===== src/rtl/dmem_pkg.sv =====
// -----------------------------------------------------------------------------
// dmem_pkg
// Shared types and constants for the data-memory bus adapter.
//   dmem_state_t           : adapter FSM state encoding (2 bits)
//   WORD_ALIGN_MASK        : clears the byte-offset bits of an address
//   DEFAULT_TIMEOUT_CYCLES : default watchdog limit for the MEM_TIMEOUT_EN build
// -----------------------------------------------------------------------------
package dmem_pkg;

  typedef enum logic [1:0] {
    IDLE = 2'd0,
    REQ  = 2'd1,
    WAIT = 2'd2,
    DONE = 2'd3
  } dmem_state_t;

  // Wide enough for any practical ADDR_W; users slice [ADDR_W-1:0].
  localparam logic [63:0] WORD_ALIGN_MASK = ~64'h3;

  localparam int DEFAULT_TIMEOUT_CYCLES = 255;

endpackage


===== src/rtl/dmem_timeout.sv =====
// -----------------------------------------------------------------------------
// dmem_timeout
// Watchdog for the data-memory bus adapter. Compiled only when MEM_TIMEOUT_EN
// is defined; the adapter instantiates it only in that build.
// Ports:
//   clk, rst  : clock, synchronous active-high reset
//   start     : pulse on the cycle the adapter enters REQ (clears the count)
//   busy      : adapter is in REQ or WAIT (count advances)
//   expired   : this is the TIMEOUT_CYCLES-th busy cycle of the transaction
// -----------------------------------------------------------------------------
`ifdef MEM_TIMEOUT_EN
module dmem_timeout #(
  parameter int TIMEOUT_CYCLES = 255
) (
  input  logic clk,
  input  logic rst,
  input  logic start,
  input  logic busy,
  output logic expired
);

  localparam int CNT_W = ($clog2(TIMEOUT_CYCLES + 1) > 8) ? $clog2(TIMEOUT_CYCLES + 1) : 8;
  // Count holds k-1 during the k-th busy cycle, so this fires on the last allowed one.
  localparam logic [CNT_W-1:0] LIMIT = CNT_W'(TIMEOUT_CYCLES - 1);

  logic [CNT_W-1:0] cnt;

  always_ff @(posedge clk) begin
    if (rst || start) begin
      cnt <= '0;
    end else if (busy) begin
      cnt <= cnt + CNT_W'(1);
    end
  end

  assign expired = busy && (cnt == LIMIT);

endmodule
`endif


===== src/rtl/dmem_bus_adapter.sv =====
// -----------------------------------------------------------------------------
// dmem_bus_adapter
// Turns one memory-stage access into one valid/ready data-memory bus
// transaction, stalling the pipeline until it completes, and returns the raw
// read word for the load-wrap logic.
// Optional feature macro: MEM_TIMEOUT_EN (watchdog + bus_error pulse).
// Ports:
//   clk, rst            : clock, synchronous active-high reset
//   request, we_re      : access request this cycle; 1 = store, 0 = load
//   mask, address       : byte enables and effective address
//   store_data          : pre-shifted store data
//   load_data           : registered read data (held until the next load)
//   stall               : pipeline hold while an access is outstanding
//   bus_error           : one-cycle pulse on watchdog expiry (0 w/o feature)
//   mem_valid/mem_ready : request handshake
//   mem_we, mem_mask, mem_addr, mem_wdata : latched request fields
//   mem_rvalid, mem_rdata : read response
// -----------------------------------------------------------------------------
module dmem_bus_adapter
  import dmem_pkg::*;
#(
  parameter int ADDR_W         = 32,
  parameter int DATA_W         = 32,
  parameter int TIMEOUT_CYCLES = DEFAULT_TIMEOUT_CYCLES
) (
  input  logic              clk,
  input  logic              rst,
  input  logic              request,
  input  logic              we_re,
  input  logic [3:0]        mask,
  input  logic [ADDR_W-1:0] address,
  input  logic [DATA_W-1:0] store_data,
  output logic [DATA_W-1:0] load_data,
  output logic              stall,
  output logic              bus_error,
  output logic              mem_valid,
  input  logic              mem_ready,
  output logic              mem_we,
  output logic [3:0]        mem_mask,
  output logic [ADDR_W-1:0] mem_addr,
  output logic [DATA_W-1:0] mem_wdata,
  input  logic              mem_rvalid,
  input  logic [DATA_W-1:0] mem_rdata
);

  dmem_state_t state, state_next;
  logic        capture_req;
  logic        capture_load;
  logic        timeout_hit;
  logic        expired;

`ifdef MEM_TIMEOUT_EN
  logic busy;
  assign busy = (state == REQ) || (state == WAIT);

  dmem_timeout #(
    .TIMEOUT_CYCLES(TIMEOUT_CYCLES)
  ) u_timeout (
    .clk     (clk),
    .rst     (rst),
    .start   (capture_req),
    .busy    (busy),
    .expired (expired)
  );
`else
  logic unused_timeout;
  assign unused_timeout = (TIMEOUT_CYCLES != 0);
  assign expired        = 1'b0;
`endif

  // NOTE: every signal driven here gets a default first so no path leaves it
  // unassigned; a missing default would infer a latch.
  always_comb begin
    state_next   = state;
    capture_req  = 1'b0;
    capture_load = 1'b0;
    timeout_hit  = 1'b0;
    case (state)
      IDLE: begin
        if (request) begin
          capture_req = 1'b1;
          state_next  = REQ;
        end
      end
      REQ: begin
        if (mem_ready) begin
          if (mem_we) begin
            state_next = DONE;
          end else if (mem_rvalid) begin
            capture_load = 1'b1;
            state_next   = DONE;
          end else begin
            state_next = WAIT;
          end
        end
      end
      WAIT: begin
        if (mem_rvalid) begin
          capture_load = 1'b1;
          state_next   = DONE;
        end
      end
      DONE:    state_next = IDLE;
      default: state_next = IDLE;
    endcase
    // A genuine completion in the expiry cycle wins over the watchdog.
    if (expired && (state_next != DONE)) begin
      timeout_hit = 1'b1;
      state_next  = DONE;
    end
  end

  // NOTE: state is updated with non-blocking assignments so every register
  // samples pre-edge values, independent of statement order.
  always_ff @(posedge clk) begin
    if (rst) begin
      state     <= IDLE;
      mem_we    <= 1'b0;
      mem_mask  <= '0;
      mem_addr  <= '0;
      mem_wdata <= '0;
      load_data <= '0;
    end else begin
      state <= state_next;
      if (capture_req) begin
        mem_addr  <= address & WORD_ALIGN_MASK[ADDR_W-1:0];
        mem_mask  <= mask;
        mem_wdata <= store_data;
        mem_we    <= we_re;
      end
      if (capture_load) begin
        load_data <= mem_rdata;
      end else if (timeout_hit) begin
        load_data <= '0;
      end
    end
  end

`ifdef MEM_TIMEOUT_EN
  logic bus_error_q;
  always_ff @(posedge clk) begin
    if (rst) bus_error_q <= 1'b0;
    else     bus_error_q <= timeout_hit;
  end
  assign bus_error = bus_error_q;
`else
  assign bus_error = 1'b0;
`endif

  assign mem_valid = (state == REQ);
  // Stall covers the request cycle itself so the instruction never leaves
  // memory before the adapter has captured it; DONE releases the pipeline.
  assign stall     = ((state == IDLE) && request) || (state == REQ) || (state == WAIT);

endmodule

===== config.mk =====
export PLATFORM = sky130hd
export DESIGN_NAME = dmem_bus_adapter
export DESIGN_NICKNAME = d
export VERILOG_FILES = /design/src/rtl/dmem_pkg.sv /design/src/rtl/dmem_timeout.sv /design/src/rtl/dmem_bus_adapter.sv
export SDC_FILE = /design/constraint.sdc
export NUM_CORES = 1
export LEC_CHECK = 0
export BUFFER_PORTS_ARGS = -buffer_cell sky130_fd_sc_hd__buf_2
export CAP_MARGIN = 10
export CORE_MARGIN = 1.5
export CORE_UTILIZATION = 48
export CTS_CLUSTER_SIZE = 30
export DETAILED_ROUTE_END_ITERATION = 12
export GPL_TIMING_DRIVEN = 0
export PLACE_DENSITY_LB_ADDON = 0.08
export REMOVE_ABC_BUFFERS = 1
export SYNTH_ARGS = -nofsm -noshare
export SYNTH_HDL_FRONTEND = slang
export SYNTH_HIERARCHICAL = 1
export SYNTH_SLANG_ARGS = --single-unit

===== constraint.sdc =====
create_clock -name clk -period 2.86 [get_ports clk]
set_input_delay 0.572 -clock clk [delete_from_list [all_inputs] [get_ports clk]]
set_output_delay 0.572 -clock clk [all_outputs]
set_load 0.005 [all_outputs]

* Word-level counts from Yosys, hierarchy flattened
Cells that the tools add are included. W data, S select, Z words.
Cells by class: equality and inequality tests 6, multiplexer cells 12, reduce and logical (&&, ||, !) cells 5
Operator list (number):
- $pmux W2 S4 | 1
- $mux W1 | 7
- $mux W2 | 3
- $eq A2 B2 Y1 const B | 2
- $ne A2 B2 Y1 const B | 2
- $reduce_and A3 Y1 | 1
- $eq A2 B1 Y1 const B | 1
- $logic_not A2 Y1 | 1
- $logic_or A1 B1 Y1 | 2
- $ne A2 B1 Y1 const B | 1
- $pmux W1 S2 | 1
- $logic_and A1 B1 Y1 | 1
Word-level totals: register bits after elaboration 101, bits of input ports 106, output and inout bits 104, logic and storage cells 29

* Longest topological paths before layout
Gate-level depths: netlist (run 1).
depth in word-level cells 4, mapped depth 8, mapped depth without buffers 5

* Worst setup path before layout (run 1)
OpenSTA, ideal clock, no wires.
path kind register to output, from reg state[1], to out stall, arrival 1.338 ns, required time 2.288 ns, setup slack 0.950 ns, cell stages (with the launch flop) 7, buffers on the path 2, cells stage by stage dfxtp_1 > inv_1 > ha_1 > and2_1 > buf_2 > buf_4 > or3_1
On the way: word-level cells in the longest chain between the ends 4, elaborated cells between the ends (all ways) 6, those cells by class eq/ne: 2; reduce/logical: 4
RTL lines:
- from (decl) | line dmem_bus_adapter.sv:46 | dmem_state_t state, state_next;
- from (signal assigned) | line dmem_bus_adapter.sv:124 | state <= state_next;
- $logic_not A2 Y1 | line dmem_bus_adapter.sv:153 | assign stall = ((state == IDLE) && request) || (state == REQ) || (state == WAIT);
- $logic_and A1 B1 Y1 | line dmem_bus_adapter.sv:153
- $logic_or A1 B1 Y1 | line dmem_bus_adapter.sv:153
- $logic_or A1 B1 Y1 * | line dmem_bus_adapter.sv:153
- to (decl) | line dmem_bus_adapter.sv:34 | output logic stall,
Mark *: on every way between the ends. The rest lies on a longest branch, timed or not.

* Worst setup path after layout (run 1)
Same ends and word-level chain as after synthesis.

==> out/qor.csv, run 1 <==
metric,value,unit
run status,"complete, no violations",
leading register cell type out of synthesis,dfxtp_1,
total CTS buffers,9,
Fillers,706,
Clock Power Share,21.3,%
clock skew,0.00933,ns
Hold Path Origin,store_data[22],
share of layout cells above drive strength 1,34.5,%
Row Count,32,
Reg power frac,46.5,%
Synth area leaders,"dfxtp_1, nand2_1, nand2b_1",
nature of the critical path endpoint,output pin,
Clock Tree Buf Depth,2,
Leak,0.00242,uW
Die X,94.0,um
core area,7890,um^2
biggest area consumer among synthesized cells,dfxtp_1,
Pint,2510,uW
RSZ-0062 raised after global routing,no,
switching part of the total power,33.1,%
number of max-cap violations,0,
"Clk Latency, worst-skew pair",0.35,ns
first-pass GRT wire length,14400,um
Antenna Nets Post-Route,0,
Crit. Startpoint,state[1],
Syn Area/Cell,8.64,um^2
Worst VDD drop,288,uV
TritonCTS clock tree,yes,
critical path startpoint category,flop,
crit path max fanout,22,
cell count after synthesis,460,
Post-Layout Inst Area,5190,um^2
CTS H-Tree Depth,3,
RePlAce Congestion,0.760,
Buffers on Ports,204,
largest net degree at the start of global routing,94,
Reg2Reg Setup Slack,1.01,ns
"Gates resized, CTS repair",0,
Congestion Overflow GR,0,
Syn-to-layout area delta,30.6,%
Reg-to-Reg Start,state[1],
Pins Over Slew Limit,0,
combinational share of power,32.3,%
Num Clock Sinks,101,
DRC Markers,0,
first drt pass iteration count,7,
synthesized flop and latch total,101,
via count,3560,
critical path data arrival time,1.90,ns
initial antenna violation count,0,
vias in the first global route,3316,
vias per cell,4.73,
Die H,94.0,um
final core utilization,65.8,%
Crit Path Class,flop to output pin,
diode count,0,
I/O pins,210,
Area after DPL,5020,um^2
DR iter-0 viols,124,
Global Route Usage Sum,20.8,%
most frequent cell after synthesis,nand2_1,
Switch Pwr,1240,uW
Synth top cells by count,"nand2_1, dfxtp_1, a21oi_1",
final-report hold violation count,0,
clk slew on worst S/H paths,0.09,ns
Async SR Flop Fraction,0,%
crit share post-route,86.5,%
Cell Pwr Density,724,nW/um^2
fin nets,755,
CP required,2.29,ns
hold crit path type,primary input to flop,
dpl hpwl,6720,um
Synth cell types,24,
CTS Hold Bufs,0,
Final Setup Violations,0,
synthesized area,3970,um^2
Root Buffer,clkbuf_8,
postcts setup bufs,0,
Initial Utilization,50.4,%
Die Area,8830,um^2
Yosys Warn Count,6,
Fmax achieved,0.404,GHz
post-synthesis sequential area ratio,50.9,%
number of synthesized flops with an enable pin,0,
min Tclk post-route,2.47,ns
WL/cell,12.4,um
Total Wirelength,9320,um
Design Power,3760,uW
Synth top area share,50.9,%
-- power by group through the flow --
stage | combinational [uW] | sequential (uW) | clock [uW]
final | 1210 | 1750 | 798
after global routing | 1360 | 1770 | 889
after CTS | 1220 | 1750 | 834
after detailed placement | 1220 | 1780 | 0
after global placement | 1160 | 1770 | 0
after floorplan | 647 | 1800 | 0
-- routing by layer --
layer,track usage (%),wire length (um),up-vias
li1,-,-,1844
met1,22.4,3790,1551
met2,35.9,4410,151
met3,7.77,963,14
met4,9.83,154,0
met5,0,0,-
-- cell type report --
| cell class | instances | area [um^2] | area share [%] |
|---|---|---|---|
| clock inverters | 3 | 21.3 | 0.410 |
| flip-flops and latches | 101 | 2020 | 39.0 |
| multi-input cells | 323 | 1750 | 33.7 |
| inverters | 2 | 7.51 | 0.145 |
| well taps | 102 | 128 | 2.46 |
| repair buffers | 208 | 1110 | 21.4 |
| clock buffers | 13 | 149 | 2.87 |
-- state kept, by name (all words and copies together) (netlist names) --
signal / count
load_data: 32
mem_addr: 30
mem_mask: 4
mem_wdata: 32
mem_we: 1
state: 2
-- cells by family (layout without fill, tap and decap cells) --
group	Yosys count	in the layout	share of synthesized area, %
muxes	32	32	8.06
DFF	101	101	50.9
adders and majority gates	4	4	1.26
and+or+nand+nor	211	211	24.7
buffers and inverters	38	226	5.32
AOI/OAI and AO/OA	73	73	9.64
other	1	3	0.0944
-- layout by cell type, fill, tap and decap left out, types with 3 or more instances in the layout --
cell / n
nand2_1: 134
conb_1: 3
nand2b_1: 67
clkbuf_1: 3
buf_12: 3
ha_1: 4
clkbuf_8: 10
a21oi_1: 68
dfxtp_1: 101
mux2i_1: 32
nor2b_1: 3
buf_2: 203
-- per-stage QoR --
step | hold slack, ns | setup WS, ns | TNS [ns] | cells
after floorplan | 0.447 | 0.263 | 0 | 426
after global placement | 0.439 | -0.513 | -0.513 | 732
after detailed placement | 0.443 | 0.762 | 0 | 736
after CTS | 0.426 | 0.354 | 0 | 752
after global routing | 0.419 | 0.291 | 0 | 752
final | 0.446 | 0.387 | 0 | 752
-- worst max-delay path, stage by stage (launching register included) --
cell,delay (ns)
dfxtp_1,0.40
inv_1,0.10
ha_1,0.23
and2_2,0.34
or3_1,0.35
buf_2,0.13
-- final timing paths --
| kind | endpoint | depth (start not counted) |
|---|---|---|
| setup / recovery | stall | 5 |
| hold / removal | mem_wdata[22] | 3 |
| setup reg to reg | load_data[13] | 6 |
| hold reg to reg | mem_addr[3] | 2 |
No activity file was read; power rests on OpenSTA's default activity.
==> inputs of run 2 (changes only) <==
- CTS_BUF_LIST: unset -> sky130_fd_sc_hd__clkbuf_16
- PLACE_DENSITY: unset -> 0.81
- PLACE_DENSITY_LB_ADDON: 0.08 -> unset
==> out/qor.csv, run 2 (synthesis results as in run 1) <==
metric,value,unit,change
vias in the first global route,3384,,+2.1%
Design Power,4050,uW,+7.7%
max_slew headroom,61.7,%,
top flop regs,"load_data x32, mem_wdata x32, mem_addr x30",,
hold crit path type,flop to flop,,
dpl hpwl,6880,um,+2.4%
initial antenna violation count,0,,unchanged
min Tclk post-route,2.40,ns,-0.0761 ns
switching part of the total power,31.9,%,-1.2 points
Initial Utilization,50.4,%,unchanged
Cell Pwr Density,766,nW/um^2,+5.9%
I/O pins,210,,unchanged
clock skew,0.00645,ns,-0.00288 ns
Non-Filler Instances,751,,-0.13%
Die Area,8830,um^2,unchanged
postcts setup bufs,0,,unchanged
vias per cell,4.81,,+1.5%
TritonCTS clock tree,yes,,
CTS H-Tree Depth,3,,unchanged
Leak,0.00245,uW,+1.4%
crit share post-route,83.8,%,-2.7 points
Buffers on Ports,204,,unchanged
Clock Power Share,26.8,%,+5.5 points
"commonest non-fill, non-tap cell in the layout",buf_2,,
Syn-to-layout area delta,32.9,%,
Die H,94.0,um,unchanged
first drt pass iteration count,4,,-3
diode count,0,,unchanged
critical path data arrival time,1.82,ns,-0.08 ns
Reg power frac,43.3,%,-3.2 points
"Gates resized, CTS repair",0,,unchanged
Worst Max-Slew Pin Slew,0.575,ns,
Pins Over Slew Limit,0,,unchanged
largest net degree at the start of global routing,76,,-19%
DRC Markers,0,,unchanged
fin nets,755,,unchanged
DR iter-0 viols,99,,-20%
"Clk Latency, worst-skew pair",0.33,ns,-0.02 ns
biggest cell delay along the critical path,0.39,ns,about the same
Global Route Usage Sum,21.1,%,+0.27 points
total CTS buffers,9,,unchanged
Seq. cell area,2020,um^2,unchanged
Die X,94.0,um,unchanged
Total Wirelength,9400,um,+0.88%
first-pass GRT wire length,14900,um,+3.0%
area of the multi-input gates,1750,um^2,unchanged
crit path max fanout,17,,-23%
met1 usage,23.7,%,+1.3 points
clk slew on worst S/H paths,0.07,ns,-0.02 ns
Post-Layout Inst Area,5280,um^2,+1.7%
Root Buffer,clkbuf_16,,
dpl cells,736,,unchanged
via count,3609,,+1.4%
most frequent cells in the layout,"buf_2, nand2_1, dfxtp_1",,
core area,7890,um^2,unchanged
Num Clock Sinks,101,,unchanged
CP cell instances,inv_1 > ha_1 > and2_2 > or3_1 > buf_2,,
critical path startpoint category,flop,,
met2 Use GR,37.1,%,+1.2 points
Worst VDD drop,342,uV,+19%
run status,"complete, no violations",,
Congestion Overflow GR,0,,unchanged
nature of the critical path endpoint,output pin,,
combinational share of power,29.9,%,-2.4 points
number of max-cap violations,0,,unchanged
Pint,2750,uW,+9.6%
CP required,2.29,ns,about the same
WL/cell,12.5,um,+1.0%
Area after DPL,5010,um^2,-0.15%
share of layout cells above drive strength 1,34.7,%,+0.21 points
Row Count,32,,unchanged
critical path's slowest cell,dfxtp_1,,
RePlAce Congestion,0.779,,+2.6%
Switch Pwr,1290,uW,+3.9%
Antenna Nets Post-Route,0,,unchanged
Final Setup Violations,0,,unchanged
Crit Path Class,flop to output pin,,
Fmax achieved,0.417,GHz,+3.2%
Fillers,688,,-2.5%
Clock Tree Buf Depth,2,,unchanged
RSZ-0062 raised after global routing,no,,
GRT Max-Usage Layer,met2,,
GRT met3 Usage,6.96,%,-0.81 points
final-report hold violation count,0,,unchanged
CTS Hold Bufs,0,,unchanged
## run 2: layout make-up
cell class | instances | share of cell area, %
timing repair buffer | 208 | 20.9
sequential | 101 | 38.3
tap | 102 | 2.42
clock buffer | 9 | 4.27
multi-input combinational | 323 | 33.2
clock inverter | 6 | 0.806
inverter | 2 | 0.142
## run 2: critical path, delay by kind of cell (launching register included)
| family | cells | cell delay (ns) |
|---|---|---|
| AND/OR/NAND/NOR | 2 | 0.65 |
| flip-flops | 1 | 0.39 |
| adder cells (fa/ha/maj) | 1 | 0.23 |
| buffers and inverters | 2 | 0.23 |
## run 2: path summary, 6_finish.rpt
check,from,endpoint,slack (ns),depth (start not counted)
setup / recovery,state[1],stall,0.46,5
hold / removal,mem_addr[15],mem_addr[15],0.45,2
setup reg to reg,state[1],load_data[24],1.09,6
hold reg to reg,mem_addr[15],mem_addr[15],0.45,2
## run 2: layer usage
layer	vias up	routed length, um
met5	-	0
met3	9	909
li1	1840	-
met1	1606	3870
met4	0	121
met2	154	4500
## run 2: power groups by stage
stage | registers [uW] | logic (uW) | clock network, uW
floorplan | 1800 | 647 | 0
global placement | 1770 | 1140 | 0
detailed placement | 1780 | 1220 | 0
CTS | 1750 | 1220 | 1120
global route | 1780 | 1370 | 1170
finish | 1750 | 1210 | 1080
## run 2: per-stage QoR
step / setup TNS [ns] / setup slack, ns / util, % / hold slack, ns
after floorplan: 0 / 0.263 / - / 0.447
after CTS: 0 / 0.448 / 66.9 / 0.453
after global routing: 0 / 0.345 / 66.9 / 0.467
after global placement: -0.434 / -0.434 / 62.4 / 0.438
final: 0 / 0.463 / 66.9 / 0.450
after detailed placement: 0 / 0.811 / 63.5 / 0.444
